**config.mk**
```make
export PLATFORM = sky130hd
export DESIGN_NAME = mem_arbiter_flat
export DESIGN_NICKNAME = d
export VERILOG_FILES = /design/src/rtl/mem_arbiter_pkg.sv /design/src/rtl/mem_arbiter_if.sv /design/src/rtl/mem_arbiter_rr_arbiter2.sv /design/src/rtl/mem_arbiter.sv /design/src/flat_wrapper.sv
export SDC_FILE = /design/constraint.sdc
export NUM_CORES = 1
export LEC_CHECK = 0
export ABC_AREA = 0
export BUFFER_PORTS_ARGS = -buffer_cell sky130_fd_sc_hd__buf_2
export CAP_MARGIN = 20
export CORE_MARGIN = 10
export CORE_UTILIZATION = 37
export CTS_CLUSTER_DIAMETER = 30
export DETAILED_ROUTE_END_ITERATION = 16
export GPL_TIMING_DRIVEN = 0
export PLACE_DENSITY = 0.77
export SLEW_MARGIN = 40
export SYNTH_ARGS = -nofsm -noshare
export SYNTH_HDL_FRONTEND = slang
export SYNTH_SLANG_ARGS = --single-unit
```
**constraint.sdc**
```tcl
create_clock -name clk -period 1.7 [get_ports clk]
set_input_delay 0.085 -clock clk [delete_from_list [all_inputs] [get_ports clk]]
set_output_delay 0.085 -clock clk [all_outputs]
set_load 0.05 [all_outputs]
```
**src/rtl/mem_arbiter_pkg.sv**
```systemverilog
// Shared types and constants for the two-requester memory arbiter.
package mem_arbiter_pkg;

  localparam int DEFAULT_WIDTH_DATA = 32;
  localparam int DEFAULT_DEPTH      = 5;

  localparam int NUM_REQ = 2;
  localparam int REQ0    = 0;
  localparam int REQ1    = 1;

  typedef enum logic [1:0] {
    IDLE = 2'd0,
    CMD  = 2'd1,
    RESP = 2'd2
  } state_t;

endpackage

```
**src/rtl/mem_arbiter_if.sv**
```systemverilog
// Requester and memory-side signal bundle for mem_arbiter.
interface mem_arbiter_if
  import mem_arbiter_pkg::*;
#(
  parameter int WIDTH_DATA = DEFAULT_WIDTH_DATA,
  parameter int DEPTH      = DEFAULT_DEPTH
);

  logic                  req0_valid;
  logic                  req0_we;
  logic [DEPTH-1:0]      req0_addr;
  logic [WIDTH_DATA-1:0] req0_wdata;
  logic                  req0_ready;
  logic                  rsp0_valid;
  logic [WIDTH_DATA-1:0] rsp0_rdata;

  logic                  req1_valid;
  logic                  req1_we;
  logic [DEPTH-1:0]      req1_addr;
  logic [WIDTH_DATA-1:0] req1_wdata;
  logic                  req1_ready;
  logic                  rsp1_valid;
  logic [WIDTH_DATA-1:0] rsp1_rdata;

  logic                  mem_read_enable;
  logic                  mem_write_enable;
  logic [DEPTH-1:0]      mem_address;
  logic [WIDTH_DATA-1:0] mem_data_in;
  logic [WIDTH_DATA-1:0] mem_data_out;

  // Arbiter side
  modport slave (
    input  req0_valid, req0_we, req0_addr, req0_wdata,
    input  req1_valid, req1_we, req1_addr, req1_wdata,
    output req0_ready, rsp0_valid, rsp0_rdata,
    output req1_ready, rsp1_valid, rsp1_rdata,
    output mem_read_enable, mem_write_enable, mem_address, mem_data_in,
    input  mem_data_out
  );

  // Requesters plus memory environment
  modport master (
    output req0_valid, req0_we, req0_addr, req0_wdata,
    output req1_valid, req1_we, req1_addr, req1_wdata,
    input  req0_ready, rsp0_valid, rsp0_rdata,
    input  req1_ready, rsp1_valid, rsp1_rdata,
    input  mem_read_enable, mem_write_enable, mem_address, mem_data_in,
    output mem_data_out
  );

endinterface

```
**src/rtl/mem_arbiter_rr_arbiter2.sv**
```systemverilog
// Two-way round-robin grant: a lone requester wins, contention goes to the one not served last.
module rr_arbiter2
  import mem_arbiter_pkg::*;
(
  input  logic       clk,
  input  logic       rst_n,
  input  logic [1:0] req,
  input  logic       advance,
  output logic [1:0] gnt
);

  // 1 means requester 1 was served last, so requester 0 wins the first tie
  logic last_reg;

  always_ff @(posedge clk or negedge rst_n) begin
    if (!rst_n) begin
      last_reg <= 1'b1;
    end else if (advance) begin
      last_reg <= gnt[REQ1];
    end
  end

  always_comb begin
    gnt = 2'b00;
    case (req)
      2'b01:   gnt = 2'b01;
      2'b10:   gnt = 2'b10;
      2'b11:   gnt = last_reg ? 2'b01 : 2'b10;
      default: gnt = 2'b00;
    endcase
  end

endmodule

```
**src/rtl/mem_arbiter.sv**
```systemverilog
// Arbitrates two requesters onto one single-port memory, one transaction in flight at a time.
module mem_arbiter
  import mem_arbiter_pkg::*;
#(
  parameter int WIDTH_DATA = DEFAULT_WIDTH_DATA,
  parameter int DEPTH      = DEFAULT_DEPTH
)(
  input  logic          clk,
  input  logic          rst_n,
  mem_arbiter_if.slave  bus
);

  state_t state_reg, state_next;

  logic [NUM_REQ-1:0]    req_valid;
  logic [NUM_REQ-1:0]    req_we;
  logic [DEPTH-1:0]      req_addr  [NUM_REQ];
  logic [WIDTH_DATA-1:0] req_wdata [NUM_REQ];
  logic [NUM_REQ-1:0]    gnt;
  logic [NUM_REQ-1:0]    ready;
  logic [NUM_REQ-1:0]    rsp_valid;
  logic [WIDTH_DATA-1:0] rsp_rdata [NUM_REQ];
  logic                  accept;
  logic                  sel;

  logic                  owner_reg;
  logic                  we_reg;
  logic [DEPTH-1:0]      addr_reg;
  logic [WIDTH_DATA-1:0] wdata_reg;
  logic                  rd_en;
  logic                  wr_en;

  assign req_valid    = {bus.req1_valid, bus.req0_valid};
  assign req_we       = {bus.req1_we, bus.req0_we};
  assign req_addr[0]  = bus.req0_addr;
  assign req_addr[1]  = bus.req1_addr;
  assign req_wdata[0] = bus.req0_wdata;
  assign req_wdata[1] = bus.req1_wdata;

  rr_arbiter2 u_rr (
    .clk     (clk),
    .rst_n   (rst_n),
    .req     (req_valid),
    .advance (accept),
    .gnt     (gnt)
  );

  generate
    for (genvar gi = 0; gi < NUM_REQ; gi++) begin : g_req
      // Ready is also gated by reset so nothing looks accepted while held in reset
      assign ready[gi]     = rst_n && (state_reg == IDLE) && gnt[gi];
      assign rsp_valid[gi] = (state_reg == RESP) && (owner_reg == 1'(gi));
      assign rsp_rdata[gi] = (rsp_valid[gi] && !we_reg) ? bus.mem_data_out : '0;
    end
  endgenerate

  assign accept = |ready;
  assign sel    = gnt[REQ1];

  always_ff @(posedge clk or negedge rst_n) begin
    if (!rst_n) begin
      owner_reg <= 1'b0;
      we_reg    <= 1'b0;
      addr_reg  <= '0;
      wdata_reg <= '0;
    end else if (accept) begin
      owner_reg <= sel;
      we_reg    <= req_we[sel];
      addr_reg  <= req_addr[sel];
      wdata_reg <= req_wdata[sel];
    end
  end

  always_ff @(posedge clk or negedge rst_n) begin
    if (!rst_n) begin
      state_reg <= IDLE;
    end else begin
      state_reg <= state_next;
    end
  end

  always_comb begin
    state_next = state_reg;
    rd_en      = 1'b0;
    wr_en      = 1'b0;
    case (state_reg)
      IDLE: begin
        if (accept) state_next = CMD;
      end
      CMD: begin
        rd_en      = !we_reg;
        wr_en      = we_reg;
        state_next = RESP;
      end
      RESP: begin
        state_next = IDLE;
      end
      default: begin
        state_next = IDLE;
      end
    endcase
  end

  assign bus.mem_read_enable  = rd_en;
  assign bus.mem_write_enable = wr_en;
  assign bus.mem_address      = addr_reg;
  assign bus.mem_data_in      = wdata_reg;

  assign bus.req0_ready = ready[REQ0];
  assign bus.req1_ready = ready[REQ1];
  assign bus.rsp0_valid = rsp_valid[REQ0];
  assign bus.rsp1_valid = rsp_valid[REQ1];
  assign bus.rsp0_rdata = rsp_rdata[REQ0];
  assign bus.rsp1_rdata = rsp_rdata[REQ1];

endmodule

```
**src/flat_wrapper.sv**
```systemverilog
// flat-port wrapper written by rule: the top's interface ports become plain ports
module mem_arbiter_flat import mem_arbiter_pkg::*;
#(
  parameter int WIDTH_DATA = DEFAULT_WIDTH_DATA,
  parameter int DEPTH      = DEFAULT_DEPTH
)
  (clk, rst_n, bus_req0_valid, bus_req0_we, bus_req0_addr, bus_req0_wdata, bus_req1_valid, bus_req1_we, bus_req1_addr, bus_req1_wdata, bus_req0_ready, bus_rsp0_valid, bus_rsp0_rdata, bus_req1_ready, bus_rsp1_valid, bus_rsp1_rdata, bus_mem_read_enable, bus_mem_write_enable, bus_mem_address, bus_mem_data_in, bus_mem_data_out);
  mem_arbiter_if #(.WIDTH_DATA(WIDTH_DATA), .DEPTH(DEPTH)) bus_i ();
  input  logic clk;
  input  logic rst_n;
  input wire logic [$bits(bus_i.req0_valid)-1:0] bus_req0_valid;
  input wire logic [$bits(bus_i.req0_we)-1:0] bus_req0_we;
  input wire logic [$bits(bus_i.req0_addr)-1:0] bus_req0_addr;
  input wire logic [$bits(bus_i.req0_wdata)-1:0] bus_req0_wdata;
  input wire logic [$bits(bus_i.req1_valid)-1:0] bus_req1_valid;
  input wire logic [$bits(bus_i.req1_we)-1:0] bus_req1_we;
  input wire logic [$bits(bus_i.req1_addr)-1:0] bus_req1_addr;
  input wire logic [$bits(bus_i.req1_wdata)-1:0] bus_req1_wdata;
  output wire logic [$bits(bus_i.req0_ready)-1:0] bus_req0_ready;
  output wire logic [$bits(bus_i.rsp0_valid)-1:0] bus_rsp0_valid;
  output wire logic [$bits(bus_i.rsp0_rdata)-1:0] bus_rsp0_rdata;
  output wire logic [$bits(bus_i.req1_ready)-1:0] bus_req1_ready;
  output wire logic [$bits(bus_i.rsp1_valid)-1:0] bus_rsp1_valid;
  output wire logic [$bits(bus_i.rsp1_rdata)-1:0] bus_rsp1_rdata;
  output wire logic [$bits(bus_i.mem_read_enable)-1:0] bus_mem_read_enable;
  output wire logic [$bits(bus_i.mem_write_enable)-1:0] bus_mem_write_enable;
  output wire logic [$bits(bus_i.mem_address)-1:0] bus_mem_address;
  output wire logic [$bits(bus_i.mem_data_in)-1:0] bus_mem_data_in;
  input wire logic [$bits(bus_i.mem_data_out)-1:0] bus_mem_data_out;
  assign bus_i.req0_valid = bus_req0_valid;
  assign bus_i.req0_we = bus_req0_we;
  assign bus_i.req0_addr = bus_req0_addr;
  assign bus_i.req0_wdata = bus_req0_wdata;
  assign bus_i.req1_valid = bus_req1_valid;
  assign bus_i.req1_we = bus_req1_we;
  assign bus_i.req1_addr = bus_req1_addr;
  assign bus_i.req1_wdata = bus_req1_wdata;
  assign bus_req0_ready = bus_i.req0_ready;
  assign bus_rsp0_valid = bus_i.rsp0_valid;
  assign bus_rsp0_rdata = bus_i.rsp0_rdata;
  assign bus_req1_ready = bus_i.req1_ready;
  assign bus_rsp1_valid = bus_i.rsp1_valid;
  assign bus_rsp1_rdata = bus_i.rsp1_rdata;
  assign bus_mem_read_enable = bus_i.mem_read_enable;
  assign bus_mem_write_enable = bus_i.mem_write_enable;
  assign bus_mem_address = bus_i.mem_address;
  assign bus_mem_data_in = bus_i.mem_data_in;
  assign bus_i.mem_data_out = bus_mem_data_out;
  mem_arbiter #(.WIDTH_DATA(WIDTH_DATA), .DEPTH(DEPTH)) u_core (.clk(clk), .rst_n(rst_n), .bus(bus_i));
endmodule
```
Yosys cells after proc, flatten, opt, wreduce, memory -nomap -nowiden
Cells that the tools add are included.
{"block": "word_totals", "word_cells": 42, "inputBits": 112, "reg_bits": 42}
{"block": "classes", "order_cmp": 2, "eq_ne": 6, "n_reduce_logical": 10, "bitwise_logic": 2, "mux": 16}
{"operator": "two-way mux 32 bit", "n": 5}
{"operator": "two-way mux 5 bit", "n": 3}
{"operator": "logical AND 1 bit", "n": 7}
{"operator": "== test 2 bit, second input constant", "n": 3}
{"operator": "case mux 2 bit (3 select lines)", "n": 1}
{"operator": "== test 2 x 1 -> 1 bit, second input constant", "n": 2}
{"operator": "two-way mux 1 bit", "n": 4}
{"operator": "two-way mux 2 bit", "n": 2}
{"operator": "case mux 2 bit (2 select lines)", "n": 1}
{"operator": ">= comparator 2 bit, second input constant", "n": 1}
{"operator": "logical NOT 2 bit", "n": 1}
{"operator": "< comparator 1 x 2 -> 1 bit, second input constant", "n": 1}
{"operator": "!= test 2 x 1 -> 1 bit, second input constant", "n": 1}
{"operator": "inverter 1 -> 2 bit", "n": 1}
{"operator": "OR reduction 2 bit", "n": 1}
{"operator": "logical NOT 1 bit", "n": 1}
{"operator": "inverter 1 bit", "n": 1}

Depth between registers and ports, before layout
{"block": "logic_depth", "word_depth": 6, "mapped_depth": 5, "ltp_nobuf": 3}

Cells and area by module
Synthesis repeated with hierarchy kept, for this count alone.
{"block": "hier_totals", "cells_unflattened": 216, "area_unflattened_um2": 2596.2}
{"module": "mem_arbiter", "seq_area_each_um2": 1026.0, "n_inst": 1, "area_each_um2": 2532.4, "cells_per_inst": 211}
{"module": "rr_arbiter2", "seq_area_each_um2": 26.3, "n_inst": 1, "area_each_um2": 63.8, "cells_per_inst": 5}

Worst setup path before layout
No wires, ideal clock.
{"block": "synth_path", "path_type": "reg2out", "from": "register u_core.state_reg[1]", "to": "output bus_rsp0_rdata[0]", "path_stages_with_launch": 5, "required_ps": 1615, "setup_slack_ps": -976, "arrival_ps": 2591, "n_path_buf": 1, "path_cell_list": "dfrtp_1 -> nor3b_1 -> and2b_1 -> clkbuf_1 -> and2_1"}
{"block": "synth_between", "elab_chain_cells": 4}
{"item": "start: declaration", "line": "mem_arbiter.sv:13", "text": "state_t state_reg, state_next;"}
{"item": "start signal: assignment", "line": "mem_arbiter.sv:78", "text": "state_reg <= state_next;"}
{"item": "== test 2 bit", "line": "mem_arbiter.sv:52", "text": "assign rsp_valid[gi] = (state_reg == RESP) && (owner_reg == 1'(gi));"}
{"item": "logical AND 1 bit", "line": "mem_arbiter.sv:52"}
{"item": "via bus_rsp0_valid", "line": "flat_wrapper.sv:20", "text": "output wire logic [$bits(bus_i.rsp0_valid)-1:0] bus_rsp0_valid;"}
{"item": "logical AND 1 bit", "line": "mem_arbiter.sv:53", "text": "assign rsp_rdata[gi] = (rsp_valid[gi] && !we_reg) ? bus.mem_data_out : '0;"}
{"item": "two-way mux 32 bit", "line": "mem_arbiter.sv:53"}
{"item": "end: declaration", "line": "flat_wrapper.sv:21", "text": "output wire logic [$bits(bus_i.rsp0_rdata)-1:0] bus_rsp0_rdata;"}
The timed path passes the listed nets, and every way through them passes these cells.

Final worst setup path
{"block": "layout_path", "from": "register u_core.state_reg[0]", "to": "output bus_rsp1_rdata[17]"}
{"block": "layout_between", "elab_chain_cells": 4}
{"item": "== test 2 bit", "line": "mem_arbiter.sv:52"}
{"item": "logical AND 1 bit", "line": "mem_arbiter.sv:52"}
{"item": "logical AND 1 bit", "line": "mem_arbiter.sv:53"}
{"item": "two-way mux 32 bit", "line": "mem_arbiter.sv:53"}
{"item": "end: declaration", "line": "flat_wrapper.sv:24", "text": "output wire logic [$bits(bus_i.rsp1_rdata)-1:0] bus_rsp1_rdata;"}
Every way passes these cells.

==> run summary <==
Area taken by multi-input logic gates = 0.00142 mm2
CTS hold repair buffers = 1
Net total in the final layout = 578
Setup repair after global routing missed its margin = yes
Portion of netlist area occupied by mux cells = 0%
Proportion of synthesized flip-flops having asynchronous set or reset = 100%
Number of distinct library cell variants in the gate-level netlist after synthesis = 21
Top area cells in the synthesized netlist = dfrtp_1 (43%), and2_1 (17%), a2bb2oi_1 (14%)
CTS max path bufs = 2
Buffers & Inverters on Critical Path = 2
Category of the worst setup path launch point = flop
Vias after detailed routing = 2,958
Net count of the mapped netlist = 338
Die ar. = 0.0100 mm2
Flip-flop count of the largest register after layout = 32
Area share of the largest cell type after synthesis = 43.3%
Yosys warnings = 0
Number of I/O pins = 219
Number of maximum-capacitance violations = 0
Ratio of cells with drive above 1 in the final layout = 73.2%
Placed instance area = 0.00373 mm2
DRC violations left = 0
Non-Filler Cell Area, Final = 0.00479 mm2
Number of antenna violations at the first check in global routing = 0
Worst IR drop on VDD = 0.777 mV
Via count of the first global-routing pass = 3,154
Critical path endpoint category = primary output
WHS = -0.226 ns
Area occupied by registers = 0.00105 mm2
Worst R2R Path Depth = 6
Fraction of the mapped netlist area in simple logic gates = 20.9%
Crit Path Category = reg -> out
Avg WL per Cell = 22.1 um
Dominant synthesized flop cell = dfrtp_1
Max stage delay cell, worst path = dfrtp_2
Number of synthesized flops with an enable pin = 0
Number of flip-flops and latches in the synthesized netlist = 42
Leakage = 0.00228 uW
Ratio of routed vias to standard cells = 5.44
CTS tree = yes
Worst stage delay on the critical path = 0.44 ns
Gr ovfl total = 0
Number of max-slew violations in the final report = 0
Filler cell count in the final layout = 442
PortBufs = 218
Row cnt = 29
Final HPWL DP = 8.17 mm
H-tree depth = 2
Run status = complete, but fails checks
Post-Synth Adder-Cell Area = 0%
Maximum number of pins on one net before global-route repair = 45
Critical register-to-register path startpoint = u_core.state_reg[0]
Areal power density over the cells = 988 mW/mm2
Initial cell density of the core = 37.8%
Global-route wire length before repair = 17.5 mm
Syn Std Cell Area = 0.00237 mm2
Endpoint of the lowest-slack register-to-register path = u_core.we_reg
Clock root cell = clkbuf_8
Average footprint of a synthesized cell = 10.5 um2
R2R setup slack = 0.07 ns
Combinational family with the most area after synthesis = compound AO/OA/AOI/OAI gates
Arrival time at the worst endpoint = 1.68 ns
Worst path cell trace = and3b_2, and2b_4, clkbuf_8, and2_4, buf_8
Time the worst path needs with I/O delays and setup = 1.77 ns
Clk slew on worst S/H paths = 0.08 ns
Count of clock tree sinks = 42
Number of failing hold endpoints at the final stage = 41
Overall global routing resource usage = 21.5%
Violated checks = hold timing, setup timing
Hold Path Class = in -> async
Routed wire length = 12.0 mm
Library cell with the largest summed area after synthesis = dfrtp_1
Post-detailed-route count of antenna-violating nets = 0
Core Region = 0.00628 mm2
Post-synthesis instance total = 226
Instance count on the critical path = 5
Smallest setup slack after layout = -0.0695 ns
Peak fanout along the critical path = 7
Die boundary width = 100 um
Chip height = 100 um
Ant diodes = 0
Data required time of the worst path = 1.62 ns
Pre-CTS setup slack = -0.107 ns
Max Freq = 565 MHz
Rel. slew slack = 64.9%
Detailed Route Iter0 Violations = 111
Number of clock buffers inserted by TritonCTS = 5
Compound-gate portion of the synthesized area = 29.5%
Sequential share of the synthesized area = 44.4%
Fraction of the cycle the final worst path needs = 104%
Area growth from synthesis to layout = 102%
# setup viols final = 60
Kind of cell adding the most delay to the critical path = simple AND/OR/NAND/NOR gates
First-pass detailed-route iteration total = 5
Final Total Pwr = 4730 uW
Placer's final routability congestion estimate = 0.797
Worst-case clock skew = 0.00759 ns
Slew at the pin closest to its max-slew limit = 0.526 ns
Share of the synthesized netlist area taken by xor and xnor gates = 0%
Worst skew pair latency = 0.29 ns
## layout by cell type, fill, tap and decap left out, types with 2 or more instances in the layout
cell type	instances
buf_2	155
buf_8	67
and2_4	60
dfrtp_1	39
o32ai_1	38
a2bb2oi_1	32
buf_4	13
clkbuf_8	11
clkbuf_2	6
a2bb2oi_2	6
buf_6	5
clkbuf_1	4
nor3b_4	3
and2_2	3
nor2b_1	3
and2b_4	2
and2_1	2
a21oi_1	2
clkbuf_16	2
dfrtp_2	2
## timing repair
item / in CTS / in global routing
setup endpoints to repair: 66 / 105
gates cloned: 3 / 2
pin swaps: 27 / 6
setup buffers: 7 / 3
endpoints found under the hold margin: 42 / 41
resized for setup: 229 / 41
## synthesized netlist by cell type (2+ instances only)
cell,n
a2bb2oi_1,38
buf_2,5
clkbuf_1,18
a21oi_1,2
and2b_1,2
o32ai_1,38
nor2b_1,3
and2_1,65
buf_4,2
nor3b_1,2
dfrtp_1,41
## logic make-up after synthesis
logic type	after synthesis
flip-flops	42
buffers and inverters	27
AO/OA/AOI/OAI	81
AND/OR/NAND/NOR	76
## power by group
part	leakage, uW	internal, uW	switching, uW	total (uW)
Combinational	0.00178	898	1720	2620
Sequential	0.000455	1280	169	1450
Clock	0.0000472	326	338	664
Total	0.00228	2500	2230	4730
## metrics by stage
step	TNS [ns]	instances	util [%]
6_report	-2.42	544	76.3
5_1_grt	-6.36	544	76.3
3_5_place_dp	-3.06	521	59.5
2_1_floorplan	-0.797	226	-
4_1_cts	-2.53	540	73.6
3_3_place_gp	-13.83	521	59.5
## per-layer routing
layer / vias to the layer above / routed length (um) / track usage (%)
li1: 1342 / - / -
met1: 1439 / 4710 / 24.9
met2: 165 / 6100 / 37.7
met3: 12 / 1000 / 7.01
met4: 0 / 191 / 4.46
met5: - / 0 / 0
## how the worst max path moves through the flow
stage               slack (ns)                         end            startpoint
CTS                      -0.06          bus_rsp1_rdata[15]   u_core.state_reg[0]
floorplan                -0.14              bus_req1_ready  u_core.u_rr.last_reg
detailed placement       -0.11          bus_rsp1_rdata[15]   u_core.state_reg[0]
finish                   -0.07          bus_rsp1_rdata[17]   u_core.state_reg[0]
global placement         -0.39  u_core.bus.mem_data_in[22]                 rst_n
global route             -0.12          bus_rsp1_rdata[17]   u_core.state_reg[0]
## layout make-up
type	instances	share of cell area, %
Tap cell	77	2.01
Multi-Input combinational cell	157	29.7
Inverter	1	0.0784
Buffer	25	4.34
Clock inverter	2	0.261
Clock buffer	6	1.72
Sequential cell	42	22.0
Timing Repair Buffer	234	39.9
## worst register-to-register path, delay by kind of cell (launching register included)
family / cells / cell delay [ns]
flops: 1 / 0.44
buf+inv: 3 / 0.43
compound gates: 2 / 0.41
simple gates: 1 / 0.26
Power figures use the tool's default switching activity.
